[config.mk]
export PLATFORM = sky130hd
export DESIGN_NAME = flap_input_conditioner_flat
export DESIGN_NICKNAME = d
export VERILOG_FILES = /design/src/rtl/flap_input_conditioner_if.sv /design/src/rtl/flap_input_conditioner.sv /design/src/flat_wrapper.sv
export SDC_FILE = /design/constraint.sdc
export NUM_CORES = 1
export LEC_CHECK = 0
export BUFFER_PORTS_ARGS = -buffer_cell sky130_fd_sc_hd__buf_2
export CAP_MARGIN = 0
export CORE_MARGIN = 2
export CORE_UTILIZATION = 45
export CTS_BUF_LIST = sky130_fd_sc_hd__clkbuf_4
export CTS_CLUSTER_DIAMETER = 40
export DETAILED_ROUTE_END_ITERATION = 8
export GPL_TIMING_DRIVEN = 0
export SLEW_MARGIN = 15
export SYNTH_ARGS = -nofsm -noshare
export SYNTH_HDL_FRONTEND = slang
export SYNTH_SLANG_ARGS = --single-unit
export TNS_END_PERCENT = 1
[constraint.sdc]
create_clock -name clk -period 1.99 [get_ports clk]
set_input_delay 0.0995 -clock clk [delete_from_list [all_inputs] [get_ports clk]]
set_output_delay 0.0995 -clock clk [all_outputs]
set_load 0.02 [all_outputs]
[src/rtl/flap_input_conditioner_if.sv]
// Button inputs, enable and conditioned action outputs of the flap input stage.
// The bench drives through master; the conditioner sits on slave.
interface flap_input_conditioner_if;
    logic ena;
    logic btn_up_i;
    logic btn_down_i;
    logic up_pulse_o;
    logic down_pulse_o;
    logic up_held_o;
    logic down_held_o;
    logic any_press_o;

    modport master (
        output ena, btn_up_i, btn_down_i,
        input  up_pulse_o, down_pulse_o, up_held_o, down_held_o, any_press_o
    );

    modport slave (
        input  ena, btn_up_i, btn_down_i,
        output up_pulse_o, down_pulse_o, up_held_o, down_held_o, any_press_o
    );
endinterface

[src/rtl/flap_input_conditioner.sv]
// Synchronise, debounce and auto-repeat the UP/DOWN flap buttons.
// Emits one-cycle action pulses, debounced held levels and a fresh-press pulse.
//
// state     | meaning
// ST_IDLE   | waiting for a debounced rising edge (also forced while ena is low)
// ST_DELAY  | pressed, counting REPEAT_DELAY cycles to the first repeat pulse
// ST_REPEAT | held, pulsing every REPEAT_PERIOD cycles
module flap_input_conditioner #(
    parameter int CNT_W         = 18,
    parameter int DB_CYCLES     = 1000,
    parameter int REPEAT_DELAY  = 200000,
    parameter int REPEAT_PERIOD = 50000
) (
    input logic                     clk,
    input logic                     rst,
    flap_input_conditioner_if.slave bus
);

    typedef enum logic [1:0] {
        ST_IDLE   = 2'd0,
        ST_DELAY  = 2'd1,
        ST_REPEAT = 2'd2
    } state_t;

    localparam logic             RPT_EN   = (REPEAT_DELAY != 0);
    localparam logic [CNT_W-1:0] DB_TC    = CNT_W'(DB_CYCLES - 1);
    localparam logic [CNT_W-1:0] DELAY_TC = CNT_W'(REPEAT_DELAY - 1);
    localparam logic [CNT_W-1:0] RPT_TC   = CNT_W'(REPEAT_PERIOD - 1);

    logic [1:0] raw;
    logic [1:0] db_v;
    logic [1:0] press_v;
    logic [1:0] evt_v;

    logic up_pulse_q, down_pulse_q, up_held_q, down_held_q, any_press_q;

    assign raw = {bus.btn_down_i, bus.btn_up_i};

    genvar ch;
    for (ch = 0; ch < 2; ch++) begin : g_ch
        logic             sync1, sync2, db, db_d;
        logic             press, rep;
        logic [CNT_W-1:0] db_cnt, rp_cnt;
        state_t           state;

        always_ff @(posedge clk) begin
            if (rst) begin
                sync1  <= 1'b0;
                sync2  <= 1'b0;
                db     <= 1'b0;
                db_d   <= 1'b0;
                db_cnt <= '0;
            end else begin
                sync1 <= raw[ch];
                sync2 <= sync1;
                db_d  <= db;
                if (sync2 == db) begin
                    db_cnt <= '0;
                end else if (db_cnt == DB_TC) begin
                    db     <= sync2;
                    db_cnt <= '0;
                end else begin
                    db_cnt <= db_cnt + CNT_W'(1);
                end
            end
        end

        // A release seen on a terminal-count cycle wins, so no stray repeat.
        always_comb begin
            press = 1'b0;
            rep   = 1'b0;
            if (bus.ena) begin
                case (state)
                    ST_IDLE:   press = db && !db_d;
                    ST_DELAY:  rep   = db && (rp_cnt == DELAY_TC);
                    ST_REPEAT: rep   = db && (rp_cnt == RPT_TC);
                    default:   rep   = 1'b0;
                endcase
            end
        end

        always_ff @(posedge clk) begin
            if (rst || !bus.ena) begin
                state  <= ST_IDLE;
                rp_cnt <= '0;
            end else begin
                case (state)
                    ST_IDLE: begin
                        if (press && RPT_EN) begin
                            state  <= ST_DELAY;
                            rp_cnt <= '0;
                        end
                    end
                    ST_DELAY: begin
                        if (!db) begin
                            state  <= ST_IDLE;
                            rp_cnt <= '0;
                        end else if (rep) begin
                            state  <= ST_REPEAT;
                            rp_cnt <= '0;
                        end else begin
                            rp_cnt <= rp_cnt + CNT_W'(1);
                        end
                    end
                    ST_REPEAT: begin
                        if (!db) begin
                            state  <= ST_IDLE;
                            rp_cnt <= '0;
                        end else if (rep) begin
                            rp_cnt <= '0;
                        end else begin
                            rp_cnt <= rp_cnt + CNT_W'(1);
                        end
                    end
                    default: begin
                        state  <= ST_IDLE;
                        rp_cnt <= '0;
                    end
                endcase
            end
        end

        assign db_v[ch]    = db;
        assign press_v[ch] = press;
        assign evt_v[ch]   = press | rep;
    end

    // UP wins a coincidence; the DOWN pulse is dropped rather than deferred.
    always_ff @(posedge clk) begin
        if (rst) begin
            up_pulse_q   <= 1'b0;
            down_pulse_q <= 1'b0;
            up_held_q    <= 1'b0;
            down_held_q  <= 1'b0;
            any_press_q  <= 1'b0;
        end else begin
            up_pulse_q   <= evt_v[0];
            down_pulse_q <= evt_v[1] & ~evt_v[0];
            up_held_q    <= db_v[0];
            down_held_q  <= db_v[1];
            any_press_q  <= press_v[0] | press_v[1];
        end
    end

    assign bus.up_pulse_o   = up_pulse_q;
    assign bus.down_pulse_o = down_pulse_q;
    assign bus.up_held_o    = up_held_q;
    assign bus.down_held_o  = down_held_q;
    assign bus.any_press_o  = any_press_q;

endmodule

[src/flat_wrapper.sv]
// flat-port wrapper written by rule: the top's interface ports become plain ports
module flap_input_conditioner_flat 
#(
    parameter int CNT_W         = 18,
    parameter int DB_CYCLES     = 1000,
    parameter int REPEAT_DELAY  = 200000,
    parameter int REPEAT_PERIOD = 50000
)
  (clk, rst, bus_ena, bus_btn_up_i, bus_btn_down_i, bus_up_pulse_o, bus_down_pulse_o, bus_up_held_o, bus_down_held_o, bus_any_press_o);
  flap_input_conditioner_if bus_i ();
  input logic clk;
  input logic rst;
  input wire logic [$bits(bus_i.ena)-1:0] bus_ena;
  input wire logic [$bits(bus_i.btn_up_i)-1:0] bus_btn_up_i;
  input wire logic [$bits(bus_i.btn_down_i)-1:0] bus_btn_down_i;
  output wire logic [$bits(bus_i.up_pulse_o)-1:0] bus_up_pulse_o;
  output wire logic [$bits(bus_i.down_pulse_o)-1:0] bus_down_pulse_o;
  output wire logic [$bits(bus_i.up_held_o)-1:0] bus_up_held_o;
  output wire logic [$bits(bus_i.down_held_o)-1:0] bus_down_held_o;
  output wire logic [$bits(bus_i.any_press_o)-1:0] bus_any_press_o;
  assign bus_i.ena = bus_ena;
  assign bus_i.btn_up_i = bus_btn_up_i;
  assign bus_i.btn_down_i = bus_btn_down_i;
  assign bus_up_pulse_o = bus_i.up_pulse_o;
  assign bus_down_pulse_o = bus_i.down_pulse_o;
  assign bus_up_held_o = bus_i.up_held_o;
  assign bus_down_held_o = bus_i.down_held_o;
  assign bus_any_press_o = bus_i.any_press_o;
  flap_input_conditioner #(.CNT_W(CNT_W), .DB_CYCLES(DB_CYCLES), .REPEAT_DELAY(REPEAT_DELAY), .REPEAT_PERIOD(REPEAT_PERIOD)) u_core (.clk(clk), .rst(rst), .bus(bus_i));
endmodule
# After elaboration in Yosys (flattened, before gate mapping)
# Index checks and enable logic that the tools add are counted.
dict set report word_totals {
  ff_bits 87
  mem_bits_ro 0
  n_memories 0
  input_bits 5
  mem_bits_rw 0
  latchBits 0
  wordCells 92
  out_inout_bits 5
}
dict set report classes {
  multipliers 0
  shifts 0
  reduce_logical 20
  n_eq_ne 18
  magnitude_cmp 0
  n_mux 26
  n_bitwise 7
  div 0
  add_sub_neg 4
}
# op count
set op_table {}
lappend op_table {{$mux W18} 6}
lappend op_table {{$add A18 B1 Y18 const B} 4}
lappend op_table {{$pmux W18 S2} 2}
lappend op_table {{$eq A18 B10 Y1 const B} 2}
lappend op_table {{$eq A18 B16 Y1 const B} 2}
lappend op_table {{$eq A18 B18 Y1 const B} 2}
lappend op_table {{$mux W2} 8}
lappend op_table {{$pmux W2 S3} 2}
lappend op_table {{$logic_and A1 B1 Y1} 6}
lappend op_table {{$mux W1} 6}
lappend op_table {{$ne A3 B3 Y1 const B} 2}
lappend op_table {{$reduce_and A3 Y1} 2}
lappend op_table {{$reduce_or A3 Y1} 2}
lappend op_table {{$eq A2 B1 Y1 const B} 2}
lappend op_table {{$eq A2 B2 Y1 const B} 2}
lappend op_table {{$logic_not A2 Y1} 2}
lappend op_table {{$ne A2 B1 Y1 const B} 2}
lappend op_table {{$ne A2 B2 Y1 const B} 2}
lappend op_table {{$pmux W1 S2} 2}
lappend op_table {{$reduce_and A2 Y1} 2}
lappend op_table {{$reduce_or A2 Y1} 2}
lappend op_table {{$logic_not A1 Y1} 3}
lappend op_table {{$not A1 Y1} 3}
lappend op_table {{$or A1 B1 Y1} 3}
lappend op_table {{other kinds (3)} 4}

# Longest topological paths before layout
# Gate-level depths: netlist of the first run.
dict set report depth {
  depth_word 7
  ltp_mapped 9
  depth_no_buf 7
}

# Worst setup path after synthesis of the first run
# Ideal clock, no wire load.
dict set report synth_timing {
  path_type {flip-flop to flip-flop}
  from {register u_core.g_ch[1].state[0]}
  to {register u_core.g_ch[1].rp_cnt[4]}
  setup_slack_ns -0.143
  setup_time_ns 0.127
  path_buffers 2
  synth_period_minus_slack_ns 2.133
  required_ns 1.863
  t_arrival_ns 2.005
  path_stages_with_launch 10
  path_cell_list {dfxtp_1 inv_1 ha_1 buf_2 nand2b_1 a2111oi_1 o2111ai_1 clkbuf_1 a32oi_1 nor2_1}
}
dict set report synth_between {
  elab_chain_cells 6
  elab_cells_between_ends 12
  classes_between {eq/ne: 3; mux: 7; reduce/logical: 2}
}
# item line_no
set synth_rtl {}
lappend synth_rtl {{start: declaration} flap_input_conditioner.sv:44} ;# state_t state;
lappend synth_rtl {{start signal: assignment} flap_input_conditioner.sv:84} ;# state <= ST_IDLE;
lappend synth_rtl {{start signal: assignment} flap_input_conditioner.sv:90} ;# state <= ST_DELAY;
lappend synth_rtl {{start signal: assignment} flap_input_conditioner.sv:96} ;# state <= ST_IDLE;
lappend synth_rtl {{$eq A2 B2 Y1 / $eq A2 B1 Y1 (equally long branches)} {flap_input_conditioner.sv:73, flap_input_conditioner.sv:87}}
lappend synth_rtl {{$pmux W1 S2} flap_input_conditioner.sv:73} ;# case (state)
lappend synth_rtl {{$mux W1} flap_input_conditioner.sv:72} ;# if (bus.ena) begin
lappend synth_rtl {{$mux W18} {flap_input_conditioner.sv:98, flap_input_conditioner.sv:109}}
lappend synth_rtl {{$mux W18} flap_input_conditioner.sv:106} ;# if (!db) begin
lappend synth_rtl {{$pmux W18 S2} flap_input_conditioner.sv:87} ;# case (state)
lappend synth_rtl {{end signal: assignment} flap_input_conditioner.sv:102} ;# rp_cnt <= rp_cnt + CNT_W'(1);
lappend synth_rtl {{end signal: assignment} flap_input_conditioner.sv:112} ;# rp_cnt <= rp_cnt + CNT_W'(1);
lappend synth_rtl {{end: declaration} flap_input_conditioner.sv:43} ;# logic [CNT_W-1:0] db_cnt, rp_cnt;
# Several ways; a longest one is shown, not always the timed one.
# A chain may end at the register's enable or synchronous reset.

# Worst setup path after layout of the first run
dict set report layout_timing {
  from {register u_core.g_ch[0].state[0]}
  to {register u_core.g_ch[0].rp_cnt[12]}
}
dict set report layout_between {
  elab_chain_cells 6
  elab_cells_between_ends 12
  classes_between {eq/ne: 3; mux: 7; reduce/logical: 2}
}
# item line_no
set layout_rtl {}
lappend layout_rtl {{start: declaration} flap_input_conditioner.sv:44}
lappend layout_rtl {{start signal: assignment} flap_input_conditioner.sv:84}
lappend layout_rtl {{start signal: assignment} flap_input_conditioner.sv:90}
lappend layout_rtl {{start signal: assignment} flap_input_conditioner.sv:96}
lappend layout_rtl {{$eq A2 B2 Y1 / $eq A2 B1 Y1 (equally long branches)} {flap_input_conditioner.sv:73, flap_input_conditioner.sv:87}}
lappend layout_rtl {{$pmux W1 S2} flap_input_conditioner.sv:73}
lappend layout_rtl {{$mux W1} flap_input_conditioner.sv:72}
lappend layout_rtl {{$mux W18} {flap_input_conditioner.sv:98, flap_input_conditioner.sv:109}}
lappend layout_rtl {{$mux W18} flap_input_conditioner.sv:106}
lappend layout_rtl {{$pmux W18 S2} flap_input_conditioner.sv:87}
lappend layout_rtl {{end signal: assignment} flap_input_conditioner.sv:102}
lappend layout_rtl {{end signal: assignment} flap_input_conditioner.sv:112}
lappend layout_rtl {{end: declaration} flap_input_conditioner.sv:43}
# Several ways; a longest one is shown, not always the timed one.

==> results, run 1 <==
- The final count of pins violating max slew was 0.
- The final hold violation count is 0.
- The required time of the critical path is 2.30 ns.
- The worst setup margin is -0.1357 ns.
- The met1 wire length is 4847 um.
- The highest layer used for signal routing is met4.
- The count of antenna diodes in the layout is 0.
- Of all flip-flops after synthesis, the portion carrying an async set or reset was 0%.
- Counting the buffers created by CTS gives 9.
- In this run the horizontal extent of the chip is 102.4 um.
- The root buffer cell chosen for the clock tree is clkbuf_4.
- STA classifies the critical path endpoint as a flip-flop.
- 10 I/O pins were placed.
- The worst setup skew after layout is 0.03240 ns.
- The via count of the first global-routing pass is 3,741.
- The global-route wire length before repair is 17,840 um.
- Setup repair after global routing could not meet its margin everywhere.
- Wire segments on met3 add up to 286 um in the final route.
- The unique cell type count in the Yosys netlist is 56.
- The leftover overflow at the end of global routing is 0.
- The number of buffers inserted by port buffering is 9.
- The total leakage power is 1.683 nW.
- The chip height is 102.4 um.
- The die outline area is 10,480 um^2.
- The total power divided by cell area is 561.0 nW/um^2.
- The worst path in the final design needs a cycle of 2.126 ns, including I/O delays and setup.
- Based on the critical path, the design can be clocked at up to 470.4 MHz.
- The total number of nets in the final design is 577.
- The top flip-flop cell by instance count after synthesis is dfxtp_1.
- At the pin with the least slew margin, the transition time is 0.7319 ns.
- The total setup violations reported at the end of the flow is 34.
- Across the VDD grid, the largest voltage drop is 0.3581 mV.
- The maximum number of pins on one net before global-route repair is 19.
- In this run the biggest area consumer among cell types represents 39.98% of the synthesized area.
- The longest clock path from root to sink contains 2 buffers.
- Setup slack on the worst reg-to-reg path comes out at -0.14 ns.
- The count of nets left with antenna violations once routing finished came out at 0.
- The global-route usage over all layers is 21.38%.
- The remaining design rule violation count is 0.
- The first detailed-routing pass ran for 4 iterations.
- In this run, the number of DRC markers left after iteration 0 of detailed routing was 143.
- At the worst endpoint, the arrival time is 2.44 ns.
- The most common cell in the netlist is dfxtp_1.
- The average cell area after synthesis is 8.220 um^2.
- The power consumption is 2.907 mW.
- After synthesis, the cell types taking the most area are dfxtp_1 (40%), nand2_1 (5.2%), nor2_1 (5.1%), xor2_1 (4.4%), xnor2_1 (3.8%).
- The detail-routed net length per standard cell is 14.81 um.
- The classification of the worst setup path is reg2reg.
- The remaining max-slew budget at the tightest pin is 51.03%.
- For this block, the routed nets add up to 10,310 um of wire.
- The via count is 3,923.
- The final weighted congestion of routability-driven global placement is 0.8777.
- In this run the standard cell core region covers 9328 um^2.
- Using the TritonRoute via totals, the vias-per-cell ratio works out to 5.636.
- The largest fanout of any net on the critical path is 10.
- The checks that failed: negative setup slack.
- The flow ran to the end, but the final reports show violations.
- The number of synthesized flops with an enable pin is 0.
- The initial utilization of the core area, before any placement, comes to 46.71%.
- The library cell occupying the most area in the post-synthesis netlist is dfxtp_1.
- The number of synthesis warnings is 0.
- In the final layout, the share of cells above drive strength 1 is 17.64%.
- The clock latency of the later-clocked register in the worst-skew pair is 0.44 ns.
- TritonCTS built the clock tree.
- Clock tree synthesis found a total of 87 sinks.
- Across the run, the number of max-cap violations was 0.
- The HPWL after detailed placement is 6906 um.
- The worst hold path belongs to the class in2reg.
- The number of nets in the synthesized netlist is 545.
- The final core utilization is 55.56%.
- STA classifies the critical path startpoint as a flip-flop.
- The number of antenna violations at the first check in global routing came to 0.
- By count the netlist is led by dfxtp_1 (87), nand2_1 (60), nor2_1 (59), nand3_1 (32).
- In the detailed route, the total length drawn on met2 is 4917 um.
- The clock tree synthesis step divided the H-tree into 3 levels.
- In the synthesized netlist, the number of instances is 530.
- The clock-pin transition on the worst setup and hold timing paths is 0.16 ns.
- The register bit count reported by yosys is 87.
- The worst path uses 106.8% of the clock period.
- Of the synthesized area, sequential elements account for 39.98%.
- The cell row count is 35.
- The synthesized area is 4357 um^2.
- The area growth from synthesis to layout is 18.95%.
flip-flops by register name, indices dropped and copies added, names as in the netlist, 2 cells and up:
| signal | cells |
|---|---|
| u_core.g_ch.state | 4 |
| u_core.g_ch.db_cnt | 36 |
| u_core.g_ch.db | 2 |
| u_core.g_ch.sync1 | 2 |
| u_core.g_ch.rp_cnt | 36 |
| u_core.g_ch.sync2 | 2 |
per-stage QoR:
step | hold slack (ns) | std cells | cell area, um^2 | setup TNS (ns) | setup slack (ns)
detailed placement | 0.3183 | 668 | 4631 | -14.50 | -0.4439
floorplan | 0.1711 | 530 | 4424 | -0.006978 | -0.006978
global placement | 0.3144 | 668 | 4631 | -15.10 | -0.4905
CTS | 0.1347 | 697 | 5107 | -1.910 | -0.1203
global route | 0.1436 | 696 | 5182 | -6.932 | -0.2295
finish | 0.1773 | 696 | 5182 | -2.871 | -0.1357
cell usage in the layout (no fill, tap or decap), types with 3 or more instances in the layout:
master          n
a21oi_1         7
a31oi_1        16
a32oi_1         6
a41oi_2         3
and3_1         19
buf_2          12
buf_4           9
buf_6           9
clkbuf_1        7
clkbuf_2        3
clkbuf_4       11
clkbuf_8        3
clkinv_1        3
dfxtp_1        77
dfxtp_2        10
dlygate4sd3_1   3
ha_1            6
ha_4            3
inv_1          16
mux2i_1         8
nand2_1        58
nand2b_1        7
nand3_1        28
nand3_2         3
nand4_1        22
nor2_1         58
nor2b_1         8
nor3_1         10
nor4_1          6
nor4_4          3
o21ai_0        12
o21ai_1         5
o22ai_1         5
o31ai_1         7
or2_2           3
or4_1           5
xnor2_1        19
xor2_1         22
final timing paths:
path,from,to,depth (start not counted)
worst min-delay path,bus_ena,u_core.bus.down_pulse_o,3
worst min register to register,u_core.g_ch[0].sync1,u_core.g_ch[0].sync2,1
worst max-delay path,u_core.g_ch[0].state[0],u_core.g_ch[0].rp_cnt[12],9
worst max register to register,u_core.g_ch[0].state[0],u_core.g_ch[0].rp_cnt[12],9
cell type report:
| class | count | area [um^2] |
|---|---|---|
| Fill cell | 886 | 4145 |
| Multi-Input combinational cell | 398 | 2685 |
| Sequential cell | 87 | 1754 |
| Timing Repair Buffer | 25 | 183.9 |
| Buffer | 23 | 172.7 |
| Tap cell | 129 | 161.4 |
| Clock inverter | 7 | 87.58 |
| Inverter | 18 | 70.07 |
| Clock buffer | 9 | 67.56 |
logic make-up after synthesis:
group / count (synthesis) / share of synthesized area, %
AND/OR/NAND/NOR: 257 / 29.98
flip-flops: 87 / 39.98
AO/OA/AOI/OAI: 82 / 12.67
buffers and inverters: 45 / 4.422
XOR/XNOR: 41 / 8.242
adder cells (fa/ha/maj): 10 / 2.872
multiplexers: 8 / 1.838
power by group:
part           total (mW)  switching (mW)  internal, mW
clock network        1.10           0.596         0.500
logic              0.0629          0.0407        0.0222
registers            1.75         0.00248          1.75
routing by layer:
metal  GRT usage [%]  vias up
met5               0        -
met4           7.795        0
met3           5.609       16
met2           34.77       52
met1           27.43     1877
li1                -     1978
what timing repair did:
item                                    4_1_cts  5_1_grt
gates resized for setup                      51       19
pin swaps                                    24        5
buffers inserted                              8        1
endpoints found under the setup margin       71       52
cloned                                        4        0
hold endpoints to repair                      3        0
hold buffers                                  3        0
critical path, stage by stage (launching register included):
cell and delay, ns:
dfxtp_2 0.39, inv_4 0.05, ha_4 0.18, buf_6 0.12
nand2b_4 0.12, a211o_1 0.25, a2111o_1 0.46, nand3_2 0.17
buf_6 0.17, o31ai_1 0.08
Note: power is estimated with default switching activity, not from simulation.
==> run 2, diff against run 1 <==
--- a/config.mk
+++ b/config.mk
@@ -8,13 +8,14 @@
 export BUFFER_PORTS_ARGS = -buffer_cell sky130_fd_sc_hd__buf_2
 export CAP_MARGIN = 0
 export CORE_MARGIN = 2
-export CORE_UTILIZATION = 45
+export CORE_UTILIZATION = 50
 export CTS_BUF_LIST = sky130_fd_sc_hd__clkbuf_4
 export CTS_CLUSTER_DIAMETER = 40
 export DETAILED_ROUTE_END_ITERATION = 8
 export GPL_TIMING_DRIVEN = 0
+export PLACE_DENSITY = 0.69
 export SLEW_MARGIN = 15
 export SYNTH_ARGS = -nofsm -noshare
 export SYNTH_HDL_FRONTEND = slang
 export SYNTH_SLANG_ARGS = --single-unit
-export TNS_END_PERCENT = 1
+export TNS_END_PERCENT = 100
==> run 2 against run 1 <==
Net effect: the run still ends with negative setup slack left; register-to-register slack worse by 0.03 ns; sequential power is essentially flat; combinational power rose by 5.4%; clock skew is 0.013 ns lower; cell area increased by 0.89%; utilization rose by 5.3 points; clock-buffer cell count grew 1; critical path type unchanged; largest power group unchanged.
==> results, run 2 (synthesized netlist as in run 1, its figures left out) <==
- The final weighted congestion of routability-driven global placement is 0.8744 (-0.38%).
- The worst slack after detailed placement is -0.2946 ns (+0.1493 ns).
- The biggest cell delay along the critical path was 0.48 ns (+0.02 ns).
- The number of antenna violations at the first check in global routing is 0 (unchanged).
- The transition time at the pin with the least slew margin is 0.9208 ns (+0.1889 ns).
- The final hold violation count is 0 (unchanged).
- The cell with the largest stage delay on the worst path is a2111o_1.
- The effective utilization at floorplan came to 50.70% (+4.0 points).
- The chip height is 97.35 um (-4.9%).
- The number of clock sinks is 87 (unchanged).
- The detail-routed net length per standard cell is 15.82 um (+6.8%).
- The required time of the critical path is 2.30 ns (about the same).
- The placed instance area is 4626 um^2 (-0.11%).
- The area growth from synthesis to layout is 20.02%.
- The wire length after detailed routing is 10,740 um (+4.2%).
- The count of antenna diodes in the layout came to 0 (unchanged).
- The cell family contributing the most delay on the critical path is compound AO/OA/AOI/OAI gates.
- The number of buffers and inverters on the critical path came to 1 (-2).
- The ratio of cells with drive above 1 in the final layout is 20.14% (+2.5 points).
- The number of violations reported at the end of detailed-routing iteration 0 is 206 (+44%).
- The largest fanout of any net on the critical path is 8 (-2).
- The number of buffers on the longest clock path was 2 (unchanged).
- The maximum number of pins on one net before global-route repair came to 19 (unchanged).
- The global-route wire length before repair is 17,810 um (-0.16%).
- The arrival time reported for the critical path endpoint is 2.47 ns (+0.03 ns).
- STA classifies the critical path startpoint as a flip-flop.
- The remaining max-slew budget at the tightest pin is 38.38% (-13 points).
- The total leakage power is 1.702 nW (+1.1%).
- The total setup violations reported at the end of the flow was 40 (+18%).
- In the final layout, the registers with the most flip-flops are u_core.g_ch.db_cnt x36, u_core.g_ch.rp_cnt x36, u_core.g_ch.state x4.
- The clock latency of the later-clocked register in the worst-skew pair came to 0.44 ns (about the same).
- The via count came to 4,035 (+2.9%).
- The final worst-path cycle share is 108.2% (+1.4 points).
- The number of vias per cell came to 5.943 (+5.4%).
- The maximum ir drop on the vdd rail was 0.3015 mV (-16%).
- The remaining design rule violation count is 0 (unchanged).
- The worst setup skew after layout was 0.01955 ns (-0.01285 ns).
- The cell row count is 34 (-2.9%).
- The flow ran to the end, but the final reports show violations.
- The leftover overflow at the end of global routing is 0 (unchanged).
- The max-cap check violation count is 0 (unchanged).
- The total power divided by cell area was 520.5 nW/um^2 (-7.2%).
- The final count of pins violating max slew is 0 (unchanged).
- The shortest period the worst path allows was 2.154 ns (+0.02842 ns).
- The area of the core came to 8593 um^2 (-7.9%).
- In this run the worst hold path is classified as in2reg.
- The number of search-and-repair iterations in the first detailed-routing pass was 4 (unchanged).
- The worst setup margin is -0.1641 ns (-0.02842 ns).
- The worst setup path is of the reg2reg kind.
- The total non-filler cell area in the finished layout is 5229 um^2 (+0.89%).
- The final reports fail on negative setup slack.
- The total number of nets in the final design was 581 (+0.69%).
- The via count of the first global-routing pass is 3,790 (+1.3%).
- The maximum clock frequency is 464.2 MHz (-1.3%).
- The level count of the clock H-tree is 3 (unchanged).
- The top cell types in the final layout, fill and taps aside, are dfxtp_1 (77), nor2_1 (58), nand2_1 (57), nand3_1 (29).
- The floorplan die width is 97.35 um (-4.9%).
- The number of primary I/O pins was 10 (unchanged).
- Leaving out fill and tap cells, the most frequent cell in the layout is dfxtp_1.
- The HPWL after detailed placement is 6689 um (-3.1%).
- The worst setup path is captured at a flip-flop.
- The number of buffers inserted by port buffering was 9 (unchanged).
- The summed negative setup slack over all endpoints was -3.501 ns (-0.6305 ns).
- Traced cell by cell, the critical path runs through or3b_1 > a211o_1 > a2111o_1 > buf_6 > a32oi_2 > o41ai_2.
- The CTS buffer count is 9 (unchanged).
- CTS placed an instance of clkbuf_4 at the clock tree root.
- The clock-pin transition on the worst setup and hold timing paths came to 0.14 ns (-0.02 ns).
- Setup repair after global routing could not meet its margin everywhere.
- TritonCTS built the clock tree.
- The die outline area is 9476 um^2 (-9.6%).
- The global-route usage over all layers is 22.52% (+1.1 points).
- The remaining number of nets flagged by the antenna check after routing is 0 (unchanged).
[run 2: cell types whose count changed in the layout (fill, tap and decap cells not counted), sizes merged]
cell	previous run	this run
clkbuf	24	23
bufinv	2	0
inv	18	20
clkinv	4	2
buf	30	36
clkinvlp	1	2
[run 2: where the power goes]
part	switching [mW]	internal, mW
Sequential	0.00223	1.75
Combinational	0.0439	0.0224
Clock	0.630	0.276
[run 2: worst paths after layout]
path | from | to | slack, ns | depth (start not counted)
worst max-delay path | u_core.g_ch[0].rp_cnt[7] | u_core.g_ch[0].rp_cnt[9] | -0.16 | 6
worst max register to register | u_core.g_ch[0].rp_cnt[7] | u_core.g_ch[0].rp_cnt[9] | -0.16 | 6
worst min-delay path | bus_ena | u_core.g_ch[1].rp_cnt[0] | 0.24 | 5
worst min register to register | u_core.g_ch[0].sync1 | u_core.g_ch[0].sync2 | 0.46 | 1
[run 2: layout make-up]
| cell class | instances | area, um^2 |
|---|---|---|
| Fill cell | 765 | 3364 |
| Multi-Input combinational cell | 398 | 2758 |
| Sequential cell | 87 | 1754 |
| Timing Repair Buffer | 32 | 242.7 |
| Buffer | 20 | 151.4 |
| Tap cell | 108 | 135.1 |
| Clock buffer | 10 | 75.07 |
| Inverter | 18 | 70.07 |
| Clock inverter | 6 | 42.54 |
[run 2: metrics by stage]
stage               power (mW)  hold WS, ns  util (%)  std cells
CTS                      2.746       0.1502     58.74        676
global route             2.838       0.2329     60.85        679
floorplan                1.821       0.1711         -        530
finish                   2.721       0.2448     60.85        679
global placement         1.841       0.3281     53.83        647
detailed placement       1.841       0.3249     53.83        647
[run 2: worst min-delay path, stage by stage]
cell and delay (ns):
buf_2 0.16, nand2b_1 0.14, a21oi_4 0.09, nand3b_1 0.08, a21oi_1 0.06
[run 2: per-layer routing]
layer / GRT usage, % / vias to the layer above / part of all wire, %
met5: 0 / - / 0
met4: 9.509 / 0 / 2.5
met3: 3.022 / 27 / 4.7
met2: 36.16 / 118 / 48
met1: 30.57 / 1909 / 45
li1: - / 1981 / -
[run 2: timing repair]
action | 4_1_cts | 5_1_grt
pin swaps | 17 | 12
cloned | 4 | 0
hold endpoints to repair | 3 | 0
buffers inserted | 10 | 6
setup endpoints to repair | 62 | 77
resized for setup | 42 | 40
hold buffers | 3 | 0
